**src/rtl/cordic_rr_scheduler_pkg.sv**
```systemverilog
// Shared constants, angle fold and saturating negate for the
// CORDIC round-robin scheduler.
package cordic_pkg;

    localparam int WIDTH   = 16;
    localparam int ANGLE_W = 32;

    localparam logic signed [WIDTH-1:0] XIN_INIT  = 16'sd19429;
    localparam logic [ANGLE_W-1:0]      ANGLE_90  = 32'h4000_0000;
    localparam logic [ANGLE_W-1:0]      ANGLE_180 = 32'h8000_0000;

    localparam logic signed [WIDTH-1:0] S_MIN = {1'b1, {(WIDTH-1){1'b0}}};
    localparam logic signed [WIDTH-1:0] S_MAX = {1'b0, {(WIDTH-1){1'b1}}};

    typedef struct packed {
        logic [ANGLE_W-1:0] angle;
        logic               neg;
    } fold_t;

    // Angles in the left half-plane are rotated by 180 deg; the result is negated later.
    function automatic fold_t fold(input logic [ANGLE_W-1:0] a);
        fold_t f;
        f.neg   = (a >= ANGLE_90) && (a < ANGLE_180 + ANGLE_90);
        f.angle = f.neg ? a - ANGLE_180 : a;
        return f;
    endfunction

    function automatic logic signed [WIDTH-1:0] sat_neg(
        input logic signed [WIDTH-1:0] x
    );
        if (x == S_MIN) begin
            return S_MAX;
        end
        return -x;
    endfunction

endpackage

```
**src/rtl/cordic_rr_scheduler_rr_arbiter.sv**
```systemverilog
// Round-robin arbiter: one-hot grant to the first requester after
// the pointer; the pointer moves to the grantee on advance.
module rr_arbiter #(
    parameter int N = 4
) (
    input  logic         clk,
    input  logic         rst,
    input  logic [N-1:0] req,
    input  logic         advance,
    output logic [N-1:0] grant
);

    localparam int IW = (N > 1) ? $clog2(N) : 1;
    localparam logic [IW-1:0] LAST = IW'(N - 1);

    logic [IW-1:0] ptr;
    logic [IW-1:0] win;
    logic [IW-1:0] cand;
    logic          found;

    always_comb begin
        grant = '0;
        win   = ptr;
        cand  = ptr;
        found = 1'b0;
        for (int k = 1; k <= N; k++) begin
            cand = IW'((int'(ptr) + k) % N);
            if (!found && req[cand]) begin
                found = 1'b1;
                win   = cand;
            end
        end
        if (found && !rst) begin
            grant[win] = 1'b1;
        end
    end

    always_ff @(posedge clk) begin
        if (rst) begin
            ptr <= LAST;
        end else if (advance && found) begin
            ptr <= win;
        end
    end

endmodule

```
**src/rtl/cordic_rr_scheduler.sv**
```systemverilog
// Shares one pipelined CORDIC among NUM_REQ requesters: arbitrate,
// fold, track issues with a tag pipe and route results back.
import cordic_pkg::*;

module cordic_rr_scheduler #(
    parameter int NUM_REQ = 4,
    parameter int LAT     = 16
) (
    input  logic                        clk,
    input  logic                        rst,
    input  logic [NUM_REQ-1:0]          req_valid,
    input  logic [NUM_REQ*ANGLE_W-1:0]  req_angle,
    output logic [NUM_REQ-1:0]          req_ready,
    output logic [NUM_REQ-1:0]          rsp_valid,
    output logic signed [WIDTH-1:0]     rsp_cos,
    output logic signed [WIDTH-1:0]     rsp_sin,
    output logic                        busy,
    output logic signed [WIDTH-1:0]     cordic_xin,
    output logic signed [WIDTH-1:0]     cordic_yin,
    output logic [ANGLE_W-1:0]          cordic_angle,
    input  logic signed [WIDTH-1:0]     cordic_cos,
    input  logic signed [WIDTH-1:0]     cordic_sin
);

    localparam int IDW = (NUM_REQ > 1) ? $clog2(NUM_REQ) : 1;

    typedef struct packed {
        logic           vld;
        logic [IDW-1:0] id;
        logic           neg;
    } tag_t;

    logic [NUM_REQ-1:0] grant;
    logic               take;
    logic [ANGLE_W-1:0] sel_angle;
    logic [IDW-1:0]     sel_id;
    fold_t              fa;
    tag_t               launch;
    tag_t               pipe [LAT];
    tag_t               exit_tag;
    logic               pipe_busy;

    rr_arbiter #(
        .N(NUM_REQ)
    ) u_arb (
        .clk     (clk),
        .rst     (rst),
        .req     (req_valid),
        .advance (take),
        .grant   (grant)
    );

    assign req_ready  = grant;
    assign take       = |(req_valid & grant);
    assign cordic_xin = XIN_INIT;
    assign cordic_yin = '0;

    always_comb begin
        sel_angle = '0;
        sel_id    = '0;
        for (int i = 0; i < NUM_REQ; i++) begin
            if (grant[i]) begin
                sel_angle = req_angle[i*ANGLE_W +: ANGLE_W];
                sel_id    = IDW'(i);
            end
        end
    end

    assign fa = fold(sel_angle);

    // The launch tag travels with cordic_angle; the CORDIC samples it one edge later.
    always_ff @(posedge clk) begin
        if (rst) begin
            cordic_angle <= '0;
            launch       <= '0;
        end else begin
            launch.vld <= take;
            launch.id  <= sel_id;
            launch.neg <= take & fa.neg;
            if (take) begin
                cordic_angle <= fa.angle;
            end
        end
    end

    always_ff @(posedge clk) begin
        if (rst) begin
            for (int k = 0; k < LAT; k++) begin
                pipe[k] <= '0;
            end
        end else begin
            pipe[0] <= launch;
            for (int k = 1; k < LAT; k++) begin
                pipe[k] <= pipe[k-1];
            end
        end
    end

    assign exit_tag = pipe[LAT-1];

    always_ff @(posedge clk) begin
        if (rst) begin
            rsp_valid <= '0;
            rsp_cos   <= '0;
            rsp_sin   <= '0;
        end else begin
            rsp_valid <= exit_tag.vld ? (NUM_REQ'(1) << exit_tag.id) : '0;
            if (exit_tag.vld) begin
                rsp_cos <= exit_tag.neg ? sat_neg(cordic_cos) : cordic_cos;
                rsp_sin <= exit_tag.neg ? sat_neg(cordic_sin) : cordic_sin;
            end
        end
    end

    always_comb begin
        pipe_busy = launch.vld;
        for (int k = 0; k < LAT; k++) begin
            pipe_busy = pipe_busy | pipe[k].vld;
        end
    end

    assign busy = pipe_busy | (|rsp_valid);

endmodule
```
**config.mk**
```make
export PLATFORM = sky130hd
export DESIGN_NAME = cordic_rr_scheduler
export DESIGN_NICKNAME = d
export VERILOG_FILES = /design/src/rtl/cordic_rr_scheduler_pkg.sv /design/src/rtl/cordic_rr_scheduler_rr_arbiter.sv /design/src/rtl/cordic_rr_scheduler.sv
export SDC_FILE = /design/constraint.sdc
export NUM_CORES = 1
export LEC_CHECK = 0
export ABC_AREA = 1
export BUFFER_PORTS_ARGS = -buffer_cell sky130_fd_sc_hd__buf_4
export CAP_MARGIN = 20
export CORE_MARGIN = 2
export CORE_UTILIZATION = 45
export CTS_BUF_LIST = sky130_fd_sc_hd__clkbuf_2
export DETAILED_ROUTE_END_ITERATION = 10
export PLACE_DENSITY_LB_ADDON = 0.05
export SYNTH_ARGS = -nofsm -noshare
export SYNTH_HDL_FRONTEND = slang
export SYNTH_HIERARCHICAL = 1
export SYNTH_SLANG_ARGS = --single-unit
```
**constraint.sdc**
```tcl
create_clock -name clk -period 2.8 [get_ports clk]
set_input_delay 0.42 -clock clk [delete_from_list [all_inputs] [get_ports clk]]
set_output_delay 0.42 -clock clk [all_outputs]
set_load 0.02 [all_outputs]
```
==> results of run 1 <==
## cell usage after synthesis, types with 2 or more instances
| cell type | count | share of area |
|---|---|---|
| sky130_fd_sc_hd__o211ai_1 | 33 | 0.037 |
| sky130_fd_sc_hd__nor3_1 | 9 | 0.0067 |
| sky130_fd_sc_hd__buf_2 | 14 | 0.010 |
| sky130_fd_sc_hd__o221ai_1 | 5 | 0.0065 |
| sky130_fd_sc_hd__dfxtp_1 | 138 | 0.41 |
| sky130_fd_sc_hd__a21oi_1 | 17 | 0.013 |
| sky130_fd_sc_hd__ha_1 | 2 | 0.0037 |
| sky130_fd_sc_hd__o21ai_0 | 31 | 0.023 |
| sky130_fd_sc_hd__o21ai_1 | 3 | 0.0022 |
| sky130_fd_sc_hd__nand3_1 | 60 | 0.044 |
| sky130_fd_sc_hd__nand4_1 | 38 | 0.035 |
| sky130_fd_sc_hd__o211ai_2 | 2 | 0.0037 |
| sky130_fd_sc_hd__conb_1 | 2 | 0.0011 |
| sky130_fd_sc_hd__a31oi_1 | 2 | 0.0018 |
| sky130_fd_sc_hd__nand2_4 | 4 | 0.0067 |
| sky130_fd_sc_hd__nand2_2 | 14 | 0.013 |
| sky130_fd_sc_hd__xnor2_1 | 10 | 0.013 |
| sky130_fd_sc_hd__inv_1 | 136 | 0.075 |
| sky130_fd_sc_hd__buf_4 | 35 | 0.039 |
| sky130_fd_sc_hd__nand2_1 | 249 | 0.14 |
| sky130_fd_sc_hd__buf_6 | 3 | 0.0050 |
| sky130_fd_sc_hd__or2_2 | 3 | 0.0028 |
| sky130_fd_sc_hd__buf_1 | 2 | 0.0011 |
| sky130_fd_sc_hd__nor2_1 | 115 | 0.064 |
| sky130_fd_sc_hd__inv_2 | 9 | 0.0050 |
| sky130_fd_sc_hd__xor2_1 | 9 | 0.012 |
| sky130_fd_sc_hd__clkbuf_1 | 30 | 0.017 |
## worst max-delay path: cells and delay by family, from the launching register on
family / cells / cell delay [ps]
and+or+nand+nor: 6 / 610
DFF: 1 / 440
AOI/OAI and AO/OA: 1 / 230
buffers and inverters: 4 / 370
## metrics by stage
step	cell area [um^2]	setup slack, ps
after floorplan	6880	213
after global placement	8570	208
after detailed placement	8570	167
after CTS	9660	-20.6
after global routing	9840	-103
final	9840	32.5
## what timing repair did
action                                  in CTS  in global routing
pin swaps                                   11                 17
endpoints found under the hold margin       46                  4
buffers inserted                            12                  5
resized for setup                           31                 29
endpoints found under the setup margin       4                  4
gates cloned                                 2                  0
hold buffers                                66                  4
## cell type report
class,instances,area [um^2],area share
flip-flops and latches,138,2770,0.282
repair buffers,343,2800,0.285
inverters,147,572,0.0581
multi-input cells,646,3240,0.329
well taps,184,230,0.0234
diodes,1,2.50,0.000254
clock inverters,14,134,0.0136
clock buffers,18,90.1,0.00916
## kinds of logic (layout without fill, tap and decap cells)
logic type / Yosys count / in the layout / synth area share
flip-flops: 138 / 138 / 0.408
AO/OA/AOI/OAI: 95 / 95 / 0.0888
XOR/XNOR: 19 / 19 / 0.0246
adder cells (fa/ha/maj): 2 / 2 / 0.00370
AND/OR/NAND/NOR: 498 / 498 / 0.320
buffers and inverters: 231 / 522 / 0.154
other: 2 / 33 / 0.00111
## sequential cells by signal, indices dropped and copies added, names as in the netlist
name,count
launch,4
u_arb/ptr,2
pipe,64
cordic_angle,32
rsp_valid,4
rsp_sin,16
rsp_cos,16
## path summary, 6_finish.rpt
| kind | from | end | slack [ps] | cells past startpoint |
|---|---|---|---|---|
| setup / recovery | u_arb/ptr[0]$_SDFFE_PP1P_ | req_ready[3] | 30 | 11 |
| hold / removal | req_angle[8] | cordic_angle[8]$_SDFFE_PP0N_ | 60 | 5 |
| setup reg to reg | u_arb/ptr[0]$_SDFFE_PP1P_ | launch[0]$_SDFF_PP0_ | 160 | 20 |
| hold reg to reg | pipe[0][56]$_SDFF_PP0_ | pipe[0][60]$_SDFF_PP0_ | 390 | 2 |
## power by group through the flow
stage	sequential [mW]	clock (mW)	combinational (mW)
floorplan	2.72	0	3.11
global placement	2.50	0	4.74
detailed placement	2.48	0	4.78
CTS	2.47	1.19	5.33
global route	2.52	1.29	6.13
finish	2.48	1.15	5.63
## routing by layer
| metal | wire, um | share of wire | vias up | global-route usage |
|---|---|---|---|---|
| li1 | - | - | 3647 | - |
| met1 | 8130 | 0.40 | 3238 | 0.281 |
| met2 | 10100 | 0.50 | 266 | 0.426 |
| met3 | 1550 | 0.076 | 43 | 0.0793 |
| met4 | 597 | 0.029 | 0 | 0.0957 |
| met5 | 0 | 0 | - | 0 |
==> reports/results.md, run 1 <==
| Metric | Value | Unit |
|---|---|---|
| Total half-perimeter wirelength after legalization and detailed placement | 13700 | um |
| Post-detailed-route count of antenna-violating nets | 0 | - |
| CTS Root Cell | sky130_fd_sc_hd__clkbuf_2 | - |
| Clock Sinks | 138 | - |
| Most common cell after layout, fill and taps aside | sky130_fd_sc_hd__buf_4 | - |
| Sw Pwr | 4.41 | mW |
| Port Buf Inserts | 238 | - |
| Share of total power in combinational logic | 0.608 | - |
| Layout overhead on the synthesized area | 45.4 | % |
| Clock network fraction of total power | 0.124 | - |
| Largest fanout of any net on the critical path | 8 | - |
| RSZ-0062 raised after global routing | true | - |
| First DRT Iteration DRCs | 358 | - |
| Endpoints failing hold | 0 | - |
| Synthesized flop and latch total | 138 | - |
| Summed instance area of the synthesized netlist | 0.00677 | mm^2 |
| Die Width | 127 | um |
| Power share of the sequential group | 0.268 | - |
| Final setup TNS | 0 | ps |
| Static Leak | 4.86 | nW |
| Status | finished, final reports clean | - |
| Power density cells | 942 | mW/mm^2 |
| Internal power | 4.85 | mW |
| Number of violations of the max-capacitance limit | 0 | - |
| Cell chain of the critical path | inv_8 > nand2_2 > nand2_4 > inv_2 > o21ai_2 > nand3_2 > nand2_4 > nand2_4 > nor2_4 > buf_6 > buf_6 | - |
| Die area | 0.0160 | mm^2 |
| Leading cell types in the layout, fill and taps excluded | sky130_fd_sc_hd__buf_4 (262), sky130_fd_sc_hd__nand2_1 (237), sky130_fd_sc_hd__dfxtp_1 (136) | - |
| Number of cells produced by synthesis | 985 | - |
| Aggregate routed wire length | 20400 | um |
| Largest net degree at the start of global routing | 73 | - |
| Filler cells | 1297 | - |
| Slew HR | 0.522 | - |
| Flip-flop cell with the highest count after synthesis | sky130_fd_sc_hd__dfxtp_1 | - |
| Worst clock skew | 23.4 | ps |
| Iteration count of the initial detailed-routing pass | 5 | - |
| Count of flip-flops with a built-in enable after synthesis | 0 | - |
| Setup crit end kind | output pin | - |
| Fraction of the cycle the final worst path needs | 0.988 | - |
| FFs w/ async S/R, synth | 0 | - |
| TritonCTS clock tree | yes | - |
| Initial core utilization | 0.464 | - |
| Time the final worst path needs with I/O delays and setup | 2770 | ps |
| Max Transition Viols Final | 0 | - |
| Slowest cell delay on critical path | 440 | ps |
| Total congestion overflow after global routing | 0 | - |
| Drc violations | 0 | - |
| Area inside the core boundary | 0.0146 | mm^2 |
| Inst Count DP | 1370 | - |
| Mean instance size in the synthesized netlist | 6.87 | um^2 |
| Final count of negative-setup-slack endpoints | 0 | - |
| First-pass GRT wire length | 31600 | um |
| Die height | 127 | um |
| Post-synth cell types | 37 | - |
| Category of the critical setup timing path | reg -> out | - |
| Maximum ir drop on the vdd rail | 0.00104 | V |
| Max stage delay cell, worst path | sky130_fd_sc_hd__dfxtp_4 | - |
| CTS Buf Count | 17 | - |
| Total track usage | 0.246 | - |
| Cell occurring most often along the worst timing path | sky130_fd_sc_hd__nand2_4 | - |
| Actual transition at the worst max-transition pin | 717 | ps |
| Highest clock rate | 361 | MHz |
| Num ports | 271 | - |
| Antenna violations before repair | 1 | - |
| Share of final-layout standard cells stronger than drive strength 1 | 0.281 | - |
| Via density per instance | 4.82 | - |
| Required arrival time at the worst endpoint | 2380 | ps |
| Number of buffers on the longest clock path | 2 | - |
| Switch share | 0.477 | - |
| Sequential area share after synthesis | 0.408 | - |
| Hold slack final | 63.1 | ps |
| Detailed-route wire length per cell | 13.7 | um |
| Number of standard cells in the layout, taps in and fillers out | 1491 | - |
| Routed vias | 7194 | - |
| Total number of placement rows | 44 | - |
| Post-route core utilization | 0.674 | - |
| Final weighted congestion in routability-driven placement | 0.875 | - |
| Kind of start point of the critical path | flip-flop | - |
| Net count, final | 1461 | - |
| Count of yosys warnings during synthesis | 6 | - |
| Pwr Total | 9.26 | mW |
| Crit path arrival time | 2350 | ps |
| Via count of the first global-routing pass | 6704 | - |
| Clock transition at the registers of the reported paths | 230 | ps |
| Clk Latency, worst-skew pair | 680 | ps |
| Worst Hold Class | in -> reg | - |
| H-tree lvl count | 4 | - |
No activity file was read; power rests on OpenSTA's default activity.
==> run 2: changes to the inputs <==
==> constraint.sdc (replaced) <==
create_clock -name clk -period 2.8 [get_ports clk]
set_input_delay 0.28 -clock clk [delete_from_list [all_inputs] [get_ports clk]]
set_output_delay 0.28 -clock clk [all_outputs]
set_load 0.02 [all_outputs]
==> reports/results.md, run 2 (synthesis gave the netlist of run 1 again) <==
| Metric | Value | Unit | vs previous |
|---|---|---|---|
| Worst clock skew | 34.1 | ps | +10.7 ps |
| Setup slack on the worst flop-to-flop path | 190 | ps | +30 ps |
| First DRT Iteration DRCs | 543 | - | +52% |
| Drc violations | 0 | - | unchanged |
| H-tree lvl count | 4 | - | unchanged |
| Actual transition at the worst max-transition pin | 722 | ps | +5.50 ps |
| Max Transition Viols Final | 0 | - | unchanged |
| Detailed-route wire length per cell | 14.8 | um | +7.9% |
| Final weighted congestion in routability-driven placement | 0.934 | - | +6.7% |
| Via count of the first global-routing pass | 7513 | - | +12% |
| Power density cells | 925 | mW/mm^2 | -1.7% |
| Layout overhead on the synthesized area | 58.9 | % |  |
| Number of violations of the max-capacitance limit | 0 | - | unchanged |
| Antenna violations before repair | 2 | - | +1 |
| Reg-to-Reg End | cordic_angle[18]$_SDFFE_PP0N_ | - |  |
| Area inside the core boundary | 0.0146 | mm^2 | unchanged |
| Final count of negative-setup-slack endpoints | 0 | - | unchanged |
| Kind of start point of the critical path | flip-flop | - |  |
| Worst Setup Slack, final | 16.1 | ps | -16.3 ps |
| Die Width | 127 | um | unchanged |
| Initial core utilization | 0.464 | - | unchanged |
| Time the final worst path needs with I/O delays and setup | 2780 | ps | +16.3 ps |
| Total number of placement rows | 44 | - | unchanged |
| Largest fanout of any net on the critical path | 6 | - | -2 |
| Clock transition at the registers of the reported paths | 220 | ps | about the same |
| Die height | 127 | um | unchanged |
| Static Leak | 5.27 | nW | +8.4% |
| Required arrival time at the worst endpoint | 2520 | ps | +140 ps |
| CTS Buf Count | 17 | - | unchanged |
| Last element of the critical path | req_ready[2] | - |  |
| Final std cell area, no fill | 0.0107 | mm^2 | +9.3% |
| Pre-CTS WS | 209 | ps | +42.2 ps |
| Highest clock rate | 359 | MHz | -0.59% |
| CTS Root Cell | sky130_fd_sc_hd__clkbuf_2 | - |  |
| Total congestion overflow after global routing | 0 | - | unchanged |
| Iteration count of the initial detailed-routing pass | 5 | - | unchanged |
| Hold Path Cell Cnt | 7 | - | +2 |
| Via density per instance | 4.98 | - | +3.2% |
| Share of final-layout standard cells stronger than drive strength 1 | 0.262 | - | -0.0192 |
| Pwr Total | 9.95 | mW | +7.4% |
| Endpoints failing hold | 0 | - | unchanged |
| Total track usage | 0.272 | - | +0.0265 |
| Number of standard cells in the layout, taps in and fillers out | 1580 | - | +6.0% |
| Internal power | 5.27 | mW | +8.6% |
| Routed vias | 7864 | - | +9.3% |
| Inst Count DP | 1372 | - | +0.15% |
| Slew HR | 0.518 | - | -0.00367 |
| Number of buffers on the longest clock path | 2 | - | unchanged |
| RSZ-0062 raised after global routing | true | - |  |
| Post-detailed-route count of antenna-violating nets | 0 | - | unchanged |
| Die area | 0.0160 | mm^2 | unchanged |
| Fraction of the cycle the final worst path needs | 0.994 | - | +0.00583 |
| Switch share | 0.471 | - | -0.00596 |
| Origin of the critical flop-to-flop path | u_arb/ptr[0]$_SDFFE_PP1P_ | - |  |
| Worst Reg-to-Reg Cells | 18 | - | -10% |
| Port Buf Inserts | 238 | - | unchanged |
| TritonCTS clock tree | yes | - |  |
| Largest net degree at the start of global routing | 74 | - | +1.4% |
| Share of total power in combinational logic | 0.624 | - | +0.016 |
| Num ports | 271 | - | unchanged |
| FF+latch area | 0.00277 | mm^2 | unchanged |
| Largest register FFs | 64 | - | unchanged |
| Largest registers | pipe x64, cordic_angle x32 | - |  |
| Critical path startpoint | u_arb/ptr[0]$_SDFFE_PP1P_ | - |  |
| Category of the critical setup timing path | reg -> out | - |  |
| Aggregate routed wire length | 23300 | um | +14% |
| Register with the highest flop count | pipe | - |  |
| Instance area at placement | 0.00860 | mm^2 | +0.32% |
| First-pass GRT wire length | 35300 | um | +11% |
| Net count, final | 1550 | - | +6.1% |
| Status | finished, final reports clean | - |  |
| Filler cells | 1128 | - | -13% |
| Clock Sinks | 138 | - | unchanged |
| Setup crit end kind | output pin | - |  |
| Clk Latency, worst-skew pair | 700 | ps | +20 ps |
| Clock network fraction of total power | 0.125 | - | about the same |
| Hold slack final | 66.9 | ps | +3.71 ps |
| Most common cell after layout, fill and taps aside | sky130_fd_sc_hd__buf_4 | - |  |
| Power share of the sequential group | 0.251 | - | -0.017 |
| Maximum ir drop on the vdd rail | 0.000874 | V | -16% |
| Worst Hold Class | in -> reg | - |  |
| Crit path arrival time | 2500 | ps | +150 ps |
| Total half-perimeter wirelength after legalization and detailed placement | 13800 | um | +0.85% |
| Combined area of the multi-input logic cells | 0.00320 | mm^2 | -1.3% |
| Leading cell types in the layout, fill and taps excluded | sky130_fd_sc_hd__buf_4 (266), sky130_fd_sc_hd__nand2_1 (243), sky130_fd_sc_hd__dlygate4sd3_1 (151) | - |  |
| Sw Pwr | 4.68 | mW | +6.0% |
==> run 2: cell types whose count changed in the layout (fill, tap and decap cells not counted), moves of 3 or more <==
cell | previous run | this run
sky130_fd_sc_hd__dlygate4sd3_1 | 70 | 151
sky130_fd_sc_hd__nand2_1 | 237 | 243
sky130_fd_sc_hd__buf_4 | 262 | 266
sky130_fd_sc_hd__nand2_2 | 12 | 8
sky130_fd_sc_hd__clkinv_4 | 1 | 4
==> run 2: stage by stage <==
step	setup TNS, ps	util
after CTS	0	0.714
after floorplan	0	-
after global routing	-415	0.737
after detailed placement	0	0.589
final	0	0.737
after global placement	0	0.589
==> run 2: layout make-up <==
type                    instances  area share
diodes                          2    0.000466
clock buffers                  17     0.00792
clock inverters                14      0.0152
inverters                     147      0.0525
multi-input cells             646       0.297
flip-flops and latches        138       0.258
well taps                     184      0.0214
repair buffers                432       0.347
==> run 2: power groups by stage <==
stage / logic (mW) / clock network [mW] / registers (mW)
floorplan: 3.11 / 0 / 2.72
global placement: 4.83 / 0 / 2.50
detailed placement: 4.88 / 0 / 2.49
finish: 6.20 / 1.25 / 2.50
CTS: 5.17 / 1.28 / 2.47
global route: 6.68 / 1.36 / 2.52
==> run 2: how the worst min path moves through the flow <==
stage / from / endpoint / slack, ps
CTS: req_angle[57] / cordic_angle[25]$_SDFFE_PP0N_ / 0.2
global placement: pipe[0][24]$_SDFF_PP0_ / pipe[0][28]$_SDFF_PP0_ / 390
floorplan: rst / u_arb/ptr[1]$_SDFFE_PP1P_ / 370
detailed placement: pipe[0][16]$_SDFF_PP0_ / pipe[0][20]$_SDFF_PP0_ / 390
finish: req_angle[41] / cordic_angle[9]$_SDFFE_PP0N_ / 70
global route: req_angle[94] / launch[0]$_SDFF_PP0_ / 30
==> run 2: repair_timing <==
action                     CTS  global route
hold buffers               152             0
resized for setup           11            41
pin swaps                    2            16
setup buffers                1            21
setup endpoints to repair    3             6
hold endpoints to repair    66             0
cloned                       0             1
==> run 2: layer usage <==
metal	GRT usage	vias up	part of all wire
li1	-	3822	-
met1	0.304	3554	0.39
met2	0.472	388	0.49
met3	0.0734	100	0.075
met4	0.145	0	0.052
met5	0	-	0
==> run 2: worst max-delay path, stage by stage (launching register included) <==
cell and delay (ps):
sky130_fd_sc_hd__dfxtp_4 420, sky130_fd_sc_hd__buf_6 140, sky130_fd_sc_hd__nand2_2 70, sky130_fd_sc_hd__nand2_1 70, sky130_fd_sc_hd__nand2_1 90, sky130_fd_sc_hd__nand2_2 100
sky130_fd_sc_hd__nor2_8 140, sky130_fd_sc_hd__nand2_4 70, sky130_fd_sc_hd__nand2_4 80, sky130_fd_sc_hd__nand2_4 70, sky130_fd_sc_hd__inv_2 70, sky130_fd_sc_hd__nand2_4 50
sky130_fd_sc_hd__nor2_4 170, sky130_fd_sc_hd__buf_6 160, sky130_fd_sc_hd__buf_6 120
